### src/rtl/sprite_line_fetcher.sv
// Fetches sprite rows and background tile rows for the pixel shift registers ahead of the palette stage.
// Build option: define SPRITE_FLIP_EN to honour the attribute hflip bit when staging sprite rows.
module sprite_line_fetcher #(
  parameter int unsigned NUM_COLS = 40
) (
  input  logic             clk,
  input  logic             reset,
  input  logic             line_start,
  input  logic [9:0]       next_line,
  input  logic             active,
  input  logic [9:0]       hcount,
  input  logic             pixel_tick,
  output logic             attr_rd,
  output logic [2:0]       attr_addr,
  input  logic [31:0]      attr_data,
  output logic             map_rd,
  output logic [10:0]      map_addr,
  input  logic [7:0]       map_data,
  output logic             pat_rd,
  output logic [11:0]      pat_addr,
  input  logic [31:0]      pat_data,
  output logic [8:0][31:0] load_data,
  output logic             load_sprite,
  output logic             load_background,
  output logic [8:0]       enable
);

`ifdef SPRITE_FLIP_EN
  localparam bit FLIP_EN = 1'b1;
`else
  localparam bit FLIP_EN = 1'b0;
`endif
  localparam logic [10:0] NCOLS = 11'(NUM_COLS);

  typedef enum logic [3:0] {
    IDLE, SPR_ATTR, SPR_CHK, SPR_PAT, BG_MAP, BG_PAT, BG_CAP, LOAD, WAIT_EDGE
  } state_t;

  state_t             state;
  logic [9:0]         line;
  logic [10:0]        map_base;
  logic [10:0]        col;
  logic [2:0]         spr_idx;
  logic               first_fetch;
  logic               streaming;
  logic [8:0][31:0]   staging;
  logic [7:0]         hit_stage;
  logic [7:0][9:0]    x_stage;
  logic [7:0]         hit_cur;
  logic [7:0][9:0]    x_cur;
  logic [3:0]         pat_idx;
  logic               pat_flip;
  logic               cap_en;
  logic [3:0]         cap_idx;
  logic               cap_flip;

  logic [9:0]         spr_row;
  logic               spr_hit;
  logic [31:0]        cap_word;
  logic               tick_act;
  logic               unused_attr;

  function automatic logic [31:0] flip_row(input logic [31:0] w);
    logic [31:0] r;
    r = '0;
    for (int unsigned k = 0; k < 16; k++) r[2*k +: 2] = w[2*(15-k) +: 2];
    return r;
  endfunction

  assign spr_row     = line - attr_data[9:0];
  assign spr_hit     = attr_data[31] && (spr_row[9:4] == '0);
  assign cap_word    = cap_flip ? flip_row(pat_data) : pat_data;
  assign load_data   = staging;
  assign unused_attr = ^attr_data[29:28];

  always_comb begin
    tick_act = reset && pixel_tick && active;
    enable   = '0;
    for (int unsigned i = 0; i < 8; i++)
      enable[i] = tick_act && hit_cur[i] && (10'(hcount - x_cur[i]) < 10'd16);
    enable[8] = tick_act;
  end

  // Pattern data returns one cycle after pat_rd; the cap_* pipeline stage writes it to
  // its staging slot independently of where the FSM has moved on to.
  always_ff @(posedge clk or negedge reset) begin
    if (!reset) begin
      state           <= IDLE;
      line            <= '0;
      map_base        <= '0;
      col             <= '0;
      spr_idx         <= '0;
      first_fetch     <= 1'b0;
      streaming       <= 1'b0;
      staging         <= '0;
      hit_stage       <= '0;
      x_stage         <= '0;
      hit_cur         <= '0;
      x_cur           <= '0;
      pat_idx         <= '0;
      pat_flip        <= 1'b0;
      cap_en          <= 1'b0;
      cap_idx         <= '0;
      cap_flip        <= 1'b0;
      attr_rd         <= 1'b0;
      attr_addr       <= '0;
      map_rd          <= 1'b0;
      map_addr        <= '0;
      pat_rd          <= 1'b0;
      pat_addr        <= '0;
      load_sprite     <= 1'b0;
      load_background <= 1'b0;
    end else begin
      attr_rd         <= 1'b0;
      map_rd          <= 1'b0;
      pat_rd          <= 1'b0;
      load_sprite     <= 1'b0;
      load_background <= 1'b0;
      cap_en          <= pat_rd;
      cap_idx         <= pat_idx;
      cap_flip        <= pat_flip;
      if (cap_en) staging[cap_idx] <= cap_word;

      if (line_start) begin
        line        <= next_line;
        map_base    <= 11'(32'(next_line[9:4]) * NUM_COLS);
        col         <= '0;
        spr_idx     <= '0;
        first_fetch <= 1'b1;
        streaming   <= 1'b0;
        cap_en      <= 1'b0;
        attr_rd     <= 1'b1;
        attr_addr   <= '0;
        state       <= SPR_ATTR;
      end else begin
        if (streaming && pixel_tick && active && hcount[3:0] == 4'hF && col < NCOLS) begin
          load_background <= 1'b1;
          col             <= col + 11'd1;
        end

        case (state)
          IDLE: ;
          SPR_ATTR: state <= SPR_CHK;
          SPR_CHK: begin
            x_stage[spr_idx]   <= attr_data[19:10];
            hit_stage[spr_idx] <= spr_hit;
            if (spr_hit) begin
              pat_rd   <= 1'b1;
              pat_addr <= {attr_data[27:20], spr_row[3:0]};
              pat_idx  <= {1'b0, spr_idx};
              pat_flip <= FLIP_EN & attr_data[30];
            end else begin
              staging[spr_idx] <= '0;
            end
            state <= SPR_PAT;
          end
          SPR_PAT: begin
            if (spr_idx == 3'd7) begin
              map_rd   <= 1'b1;
              map_addr <= map_base + col;
              state    <= BG_MAP;
            end else begin
              spr_idx   <= spr_idx + 3'd1;
              attr_rd   <= 1'b1;
              attr_addr <= spr_idx + 3'd1;
              state     <= SPR_ATTR;
            end
          end
          BG_MAP: state <= BG_PAT;
          BG_PAT: begin
            pat_rd   <= 1'b1;
            pat_addr <= {map_data, line[3:0]};
            pat_idx  <= 4'd8;
            pat_flip <= 1'b0;
            state    <= BG_CAP;
          end
          BG_CAP: state <= first_fetch ? LOAD : WAIT_EDGE;
          LOAD: begin
            load_sprite     <= 1'b1;
            load_background <= 1'b1;
            hit_cur         <= hit_stage;
            x_cur           <= x_stage;
            col             <= 11'd1;
            first_fetch     <= 1'b0;
            streaming       <= 1'b1;
            state           <= WAIT_EDGE;
          end
          WAIT_EDGE: begin
            if (pixel_tick && active && hcount[3:0] == 4'h0 && col < NCOLS) begin
              map_rd   <= 1'b1;
              map_addr <= map_base + col;
              state    <= BG_MAP;
            end else if (col >= NCOLS && !active) begin
              streaming <= 1'b0;
              state     <= IDLE;
            end
          end
          default: state <= IDLE;
        endcase
      end
    end
  end

endmodule

### config.mk
export PLATFORM = sky130hd
export DESIGN_NAME = sprite_line_fetcher
export DESIGN_NICKNAME = d
export VERILOG_FILES = /design/src/rtl/sprite_line_fetcher.sv
export SDC_FILE = /design/constraint.sdc
export NUM_CORES = 1
export LEC_CHECK = 0
export BUFFER_PORTS_ARGS = -buffer_cell sky130_fd_sc_hd__buf_2
export CAP_MARGIN = 20
export CORE_MARGIN = 1.5
export CORE_UTILIZATION = 31
export CTS_CLUSTER_DIAMETER = 120
export DETAILED_ROUTE_END_ITERATION = 10
export SYNTH_ARGS = -nofsm -noshare
export SYNTH_HDL_FRONTEND = slang
export SYNTH_SLANG_ARGS = --single-unit
### constraint.sdc
create_clock -name clk -period 3.6 [get_ports clk]
set_clock_uncertainty 0.05 [all_clocks]
set_input_delay 0.18 -clock clk [delete_from_list [all_inputs] [get_ports clk]]
set_output_delay 0.18 -clock clk [all_outputs]
set_load 0.05 [all_outputs]
# --- Word-level counts from Yosys, hierarchy flattened ---
# Cells that the tools add are included.
# W data, S select, Z words.
totals:
  ff_bits: 541
  inputBits: 97
  output_inout_bits: 328
  word_cells: 201
classes:
  add_sub_neg: 12
  multipliers: 1
  magnitude_cmp: 15
  eq_ne: 18
  muxes: 59
  bitwise: 3
  reduce_logical: 47
op_table:
  columns: ["operator", "n"]
  rows:
  - ["$mux W288", 4]
  - ["$and A288 B288 Y288", 1]
  - ["$bwmux W288", 1]
  - ["$not A256 Y288", 1]
  - ["$demux W32 S4", 1]
  - ["$demux W32 S3", 1]
  - ["$mux W32", 3]
  - ["$sub A10 B10 Y10", 9]
  - ["$bwmux W80", 1]
  - ["$lt A10 B5 Y1 const B", 8]
  - ["$mux W11", 5]
  - ["$pmux W4 S9", 1]
  - ["$demux W10 S3", 1]
  - ["$logic_and A1 B1 Y1", 30]
  - ["$pmux W12 S2", 1]
  - ["$pmux W11 S2", 1]
  - ["$mux W1", 21]
  - ["$mux W4", 5]
  - ["$eq A4 B3 Y1 const B", 4]
  - ["$mux W12", 1]
  - ["$mux W3", 4]
  - ["$add A11 B1 Y11 const B", 1]
  - ["$add A11 B11 Y11", 1]
  - ["$ge A11 B6 Y1 const B", 1]
  - ["other kinds (29)", 48]

# --- Depth between registers and ports, before layout ---
depth:
  ltp_word: 10
  mapped_depth: 12
  ltp_nobuf: 10

# --- Worst setup path after synthesis ---
# OpenSTA, ideal clock, no wires.
synth_timing:
  path_type: "reg-to-output"
  from: "register x_cur[71] (netlist name)"
  to: "output port enable[7]"
  t_arrival_ns: 4.115
  required_time_ns: 3.370
  setup_slack_ns: -0.745
  path_stages_with_launch: 8
  n_path_buf: 0
  cell_sequence: "dfrtp_1 -> inv_1 -> ha_1 -> a2111o_1 -> nand3_1 -> a21boi_0 -> or4_1 -> a2111oi_0"
synth_via:
  elab_chain_len: 3
synth_lines:
  columns: ["element", "line", "rtl"]
  rows:
  - ["start: declaration", "50", "logic [7:0][9:0] x_cur;"]
  - ["start signal: assignment", "182", "x_cur <= x_stage;"]
  - ["$sub A10 B10 Y10", "80", "enable[i] = tick_act && hit_cur[i] && (10'(hcount - x_cur[i]) < 10'd16);"]
  - ["$lt A10 B5 Y1", "80", null]
  - ["$logic_and A1 B1 Y1", "80", null]
  - ["end: declaration", "25", "output logic [8:0] enable"]
# Every way passes these cells.

# --- Final worst setup path ---
# Same ends and word-level chain as after synthesis.

==> impl_metrics.toml <==
[drt]
drt_wl_total_mm = 78.00
ant_nets = 0
first_pass_iters = 6
wl_per_cell_um = 19.47
viasPerCell = 4.841
drc = 0
drtIter0Drc = 1183
vias = 19400

[finish]
area_delta_synth_final_pct = 25.45
layout-drive-gt1-share = 0.2642
final_nets = 3111
diodes = 0
stdcell_area_um2 = 30690

[pwr]
switchingPower_uw = 5357
p_per_area_nw_per_um2 = 541.2
vdd_ir_drop_max_uv = 408.1
switching_share = 0.3226
p_clk_frac = 0.386
combPwrFrac = 0.203
leakagePower_uw = 0.01434
p_int_uw = 11250
power.share.sequential = 0.411

[yosys]
ys.flop_type = "dfrtp_1"
syn-num-nets = 2659
yosys-top-cells-area = "dfrtp_1 (55%), nand2_1 (10%), mux2_2 (7.6%), a21oi_1 (6.4%), ha_1 (4.7%)"
synthCells = 2467
yosysUniqueCellTypes = 62
synth.ff_latch_count = 537
synth_top_area_share = 0.5494
async_reset_ff_frac = 1.000
yosysSeqAreaShare = 0.5494
ys_warn_count = 0
synth_largest_area_cell = "dfrtp_1"
avgSynthCellArea_um2 = 9.915
synth_area_um2 = 24460
synth_edf_count = 0

[critical_path]
endpoint_kind = "output pin"
cp_cell_sequence = "inv_1 > ha_1 > a2111o_1 > nand3_1 > a21boi_0 > or4_1 > a2111oi_4 > buf_2"
worstPathArrival_ns = 3.22
startpoint_type = "flop"
cp_slowest_stage_delay_ns = 0.54
path_class = "flop to output pin"
crit_required_ns = 3.37
slowest_stage = "or4_1"
cp_max_fo = 3

[clocking]
root_buffer = "clkbuf_16"
cts_sinks = 537
cts_max_level = 2
cts_tree = "yes"
numCtsBuffers = 61
insertion_delay_ns = 0.65
clockBufferDepth = 3
clkSlewWorstSetupHoldPaths_ns = 0.06

[sta]
worst_slew_pin_slew_ns = 1.112
hold_violations = 0
final.min_clock_period_ns = 3.449
rsz0062_at_grt = "false"
setup_tns_ns = 0
setup_viol = 0
slew_violations = 0
post-route-period-util = 0.9581
max_freq_ghz = 0.2899
relSlewSlack = 0.2571

[global_routing]
grt_usage = 0.1899
overflow = 0
grt_max_degree = 155
first_global_vias = 19080
grt_pass1_wl_mm = 118.2
antenna_found_initial = 0

[placement]
place_area_um2 = 27860
gp_congestion = 0.8058
portBuffers = 421
detailed_place_hpwl_mm = 52.06

[floorplan]
core_area_um2 = 77720
die_w_um = 283.9
die_h_um = 283.9
start_util = 0.3147
io_pins = 425
core.rowCount = 102
dieArea_um2 = 80600

[status]
status = "complete, no violations"

[flow_run]
cap_violations = 0

[worst_hold_path]
hold_path_class = "input pin to flop"
-- cells in the mapped netlist (all sizes together), types with 5 or more instances --
cell type	count
nor4	8
a21oi	313
xor2	15
a31oi	8
a2111oi	5
nand2b	32
nor2b	10
nor2	54
buf	61
o221ai	6
o21bai	6
nand3b	11
nand2	650
mux2	176
ha	92
dfrtp	537
and2	9
xnor2	26
nand4	8
a21o	19
nor3	15
o21ai	117
mux2i	10
inv	99
nand3	18
nor3b	6
clkbuf	97
-- layer usage --
layer / GRT usage / share of wire
met1: 0.2436 / 0.43
met2: 0.3281 / 0.49
met3: 0.02830 / 0.052
met4: 0.05949 / 0.030
met5: 0 / 0
-- final cells by class --
| class | instances | area, um^2 |
|---|---|---|
| multi-input cells | 1673 | 10200 |
| clock buffers | 85 | 1747 |
| fillers | 7615 | 47040 |
| inverters | 99 | 371.6 |
| clock inverters | 26 | 350.3 |
| well taps | 1040 | 1301 |
| flip-flops and latches | 537 | 13440 |
| repair buffers | 547 | 3278 |
-- logic make-up after synthesis --
kind of cell / Yosys count / synth area share
XOR/XNOR: 41 / 0.01468
multiplexers: 186 / 0.08650
AND/OR/NAND/NOR: 845 / 0.1455
buffers and inverters: 257 / 0.04113
adder cells (fa/ha/maj): 95 / 0.04951
flip-flops: 537 / 0.5494
AO/OA/AOI/OAI: 506 / 0.1133
-- critical path: cells and delay by family, from the launching register on --
kind | cells | cell delay, ns
AO/OA/AOI/OAI | 3 | 0.99
flip-flops | 1 | 0.35
adder cells (fa/ha/maj) | 1 | 0.23
AND/OR/NAND/NOR | 2 | 0.63
buffers and inverters | 2 | 0.42
-- power by group through the flow --
stage	Clock, uW	Combinational (uW)	Sequential (uW)
2_1_floorplan	0	1050	8160
3_3_place_gp	0	3290	6900
3_5_place_dp	0	3320	6930
4_1_cts	6570	3390	6820
5_1_grt	6820	3590	6880
6_report	6420	3370	6820
-- layout by cell type, fill, tap and decap left out, types with 10 or more instances in the layout --
cell and n:
mux2_2 166, a21o_1 19, a21oi_1 303, clkbuf_1 11, clkbuf_16 61, nand3b_1 11
xor2_1 15, clkbuf_8 13, buf_2 420, nor3_1 13, inv_1 99, nor2_1 51
nand2b_1 32, clkinv_2 10, dfrtp_1 537, nand3_1 17, dlygate4sd3_1 71, o21ai_0 117
xnor2_1 26, nand2_1 650, mux2i_1 10, buf_4 52, ha_1 92
-- state kept, by name, indices dropped and copies added, names as in the netlist, 10 cells and up --
| name | flops |
|---|---|
| x_cur | 80 |
| line | 10 |
| load_data | 288 |
| col | 11 |
| x_stage | 80 |
| map_addr | 11 |
| pat_addr | 12 |
-- metrics by stage --
step                      std cells  hold WS (ns)  worst slack (ns)    util  total power, uW
after floorplan                2467       -0.1656            0.4264       -             9209
final                          4007       0.04941            0.1507  0.3948            16610
after detailed placement       3825        0.3208            0.4919  0.3584            10250
after global placement         3825        0.3199            0.5172  0.3584            10190
after global routing           4007       0.04113           0.01206  0.3948            17300
after CTS                      4007       0.01073            0.1096  0.3947            16780
-- final timing paths --
check,slack (ns),endpoint,startpoint,depth (start not counted)
max,0.15,enable[7],x_cur[71]$_DFFE_PN0P_,8
min,0.05,pat_addr[0]$_DFFE_PN0P_,attr_data[0],4
max reg2reg,0.52,load_data[253]$_DFF_PN0_,line[7]$_DFFE_PN0P_,11
min reg2reg,0.28,cap_idx[0]$_DFF_PN0_,pat_idx[0]$_DFFE_PN0P_,0
max in group asynchronous,1.64,line[8]$_DFFE_PN0P_,reset,4
min in group asynchronous,0.24,load_data[270]$_DFFE_PN0P_,reset,3
-- repair_timing --
action	4_1_cts	5_1_grt
hold buffers	71	0
setup buffers	0	0
hold endpoints to repair	541	0
gates resized for setup	2	2
endpoints found under the setup margin	2	1
Power figures use the tool's default switching activity.
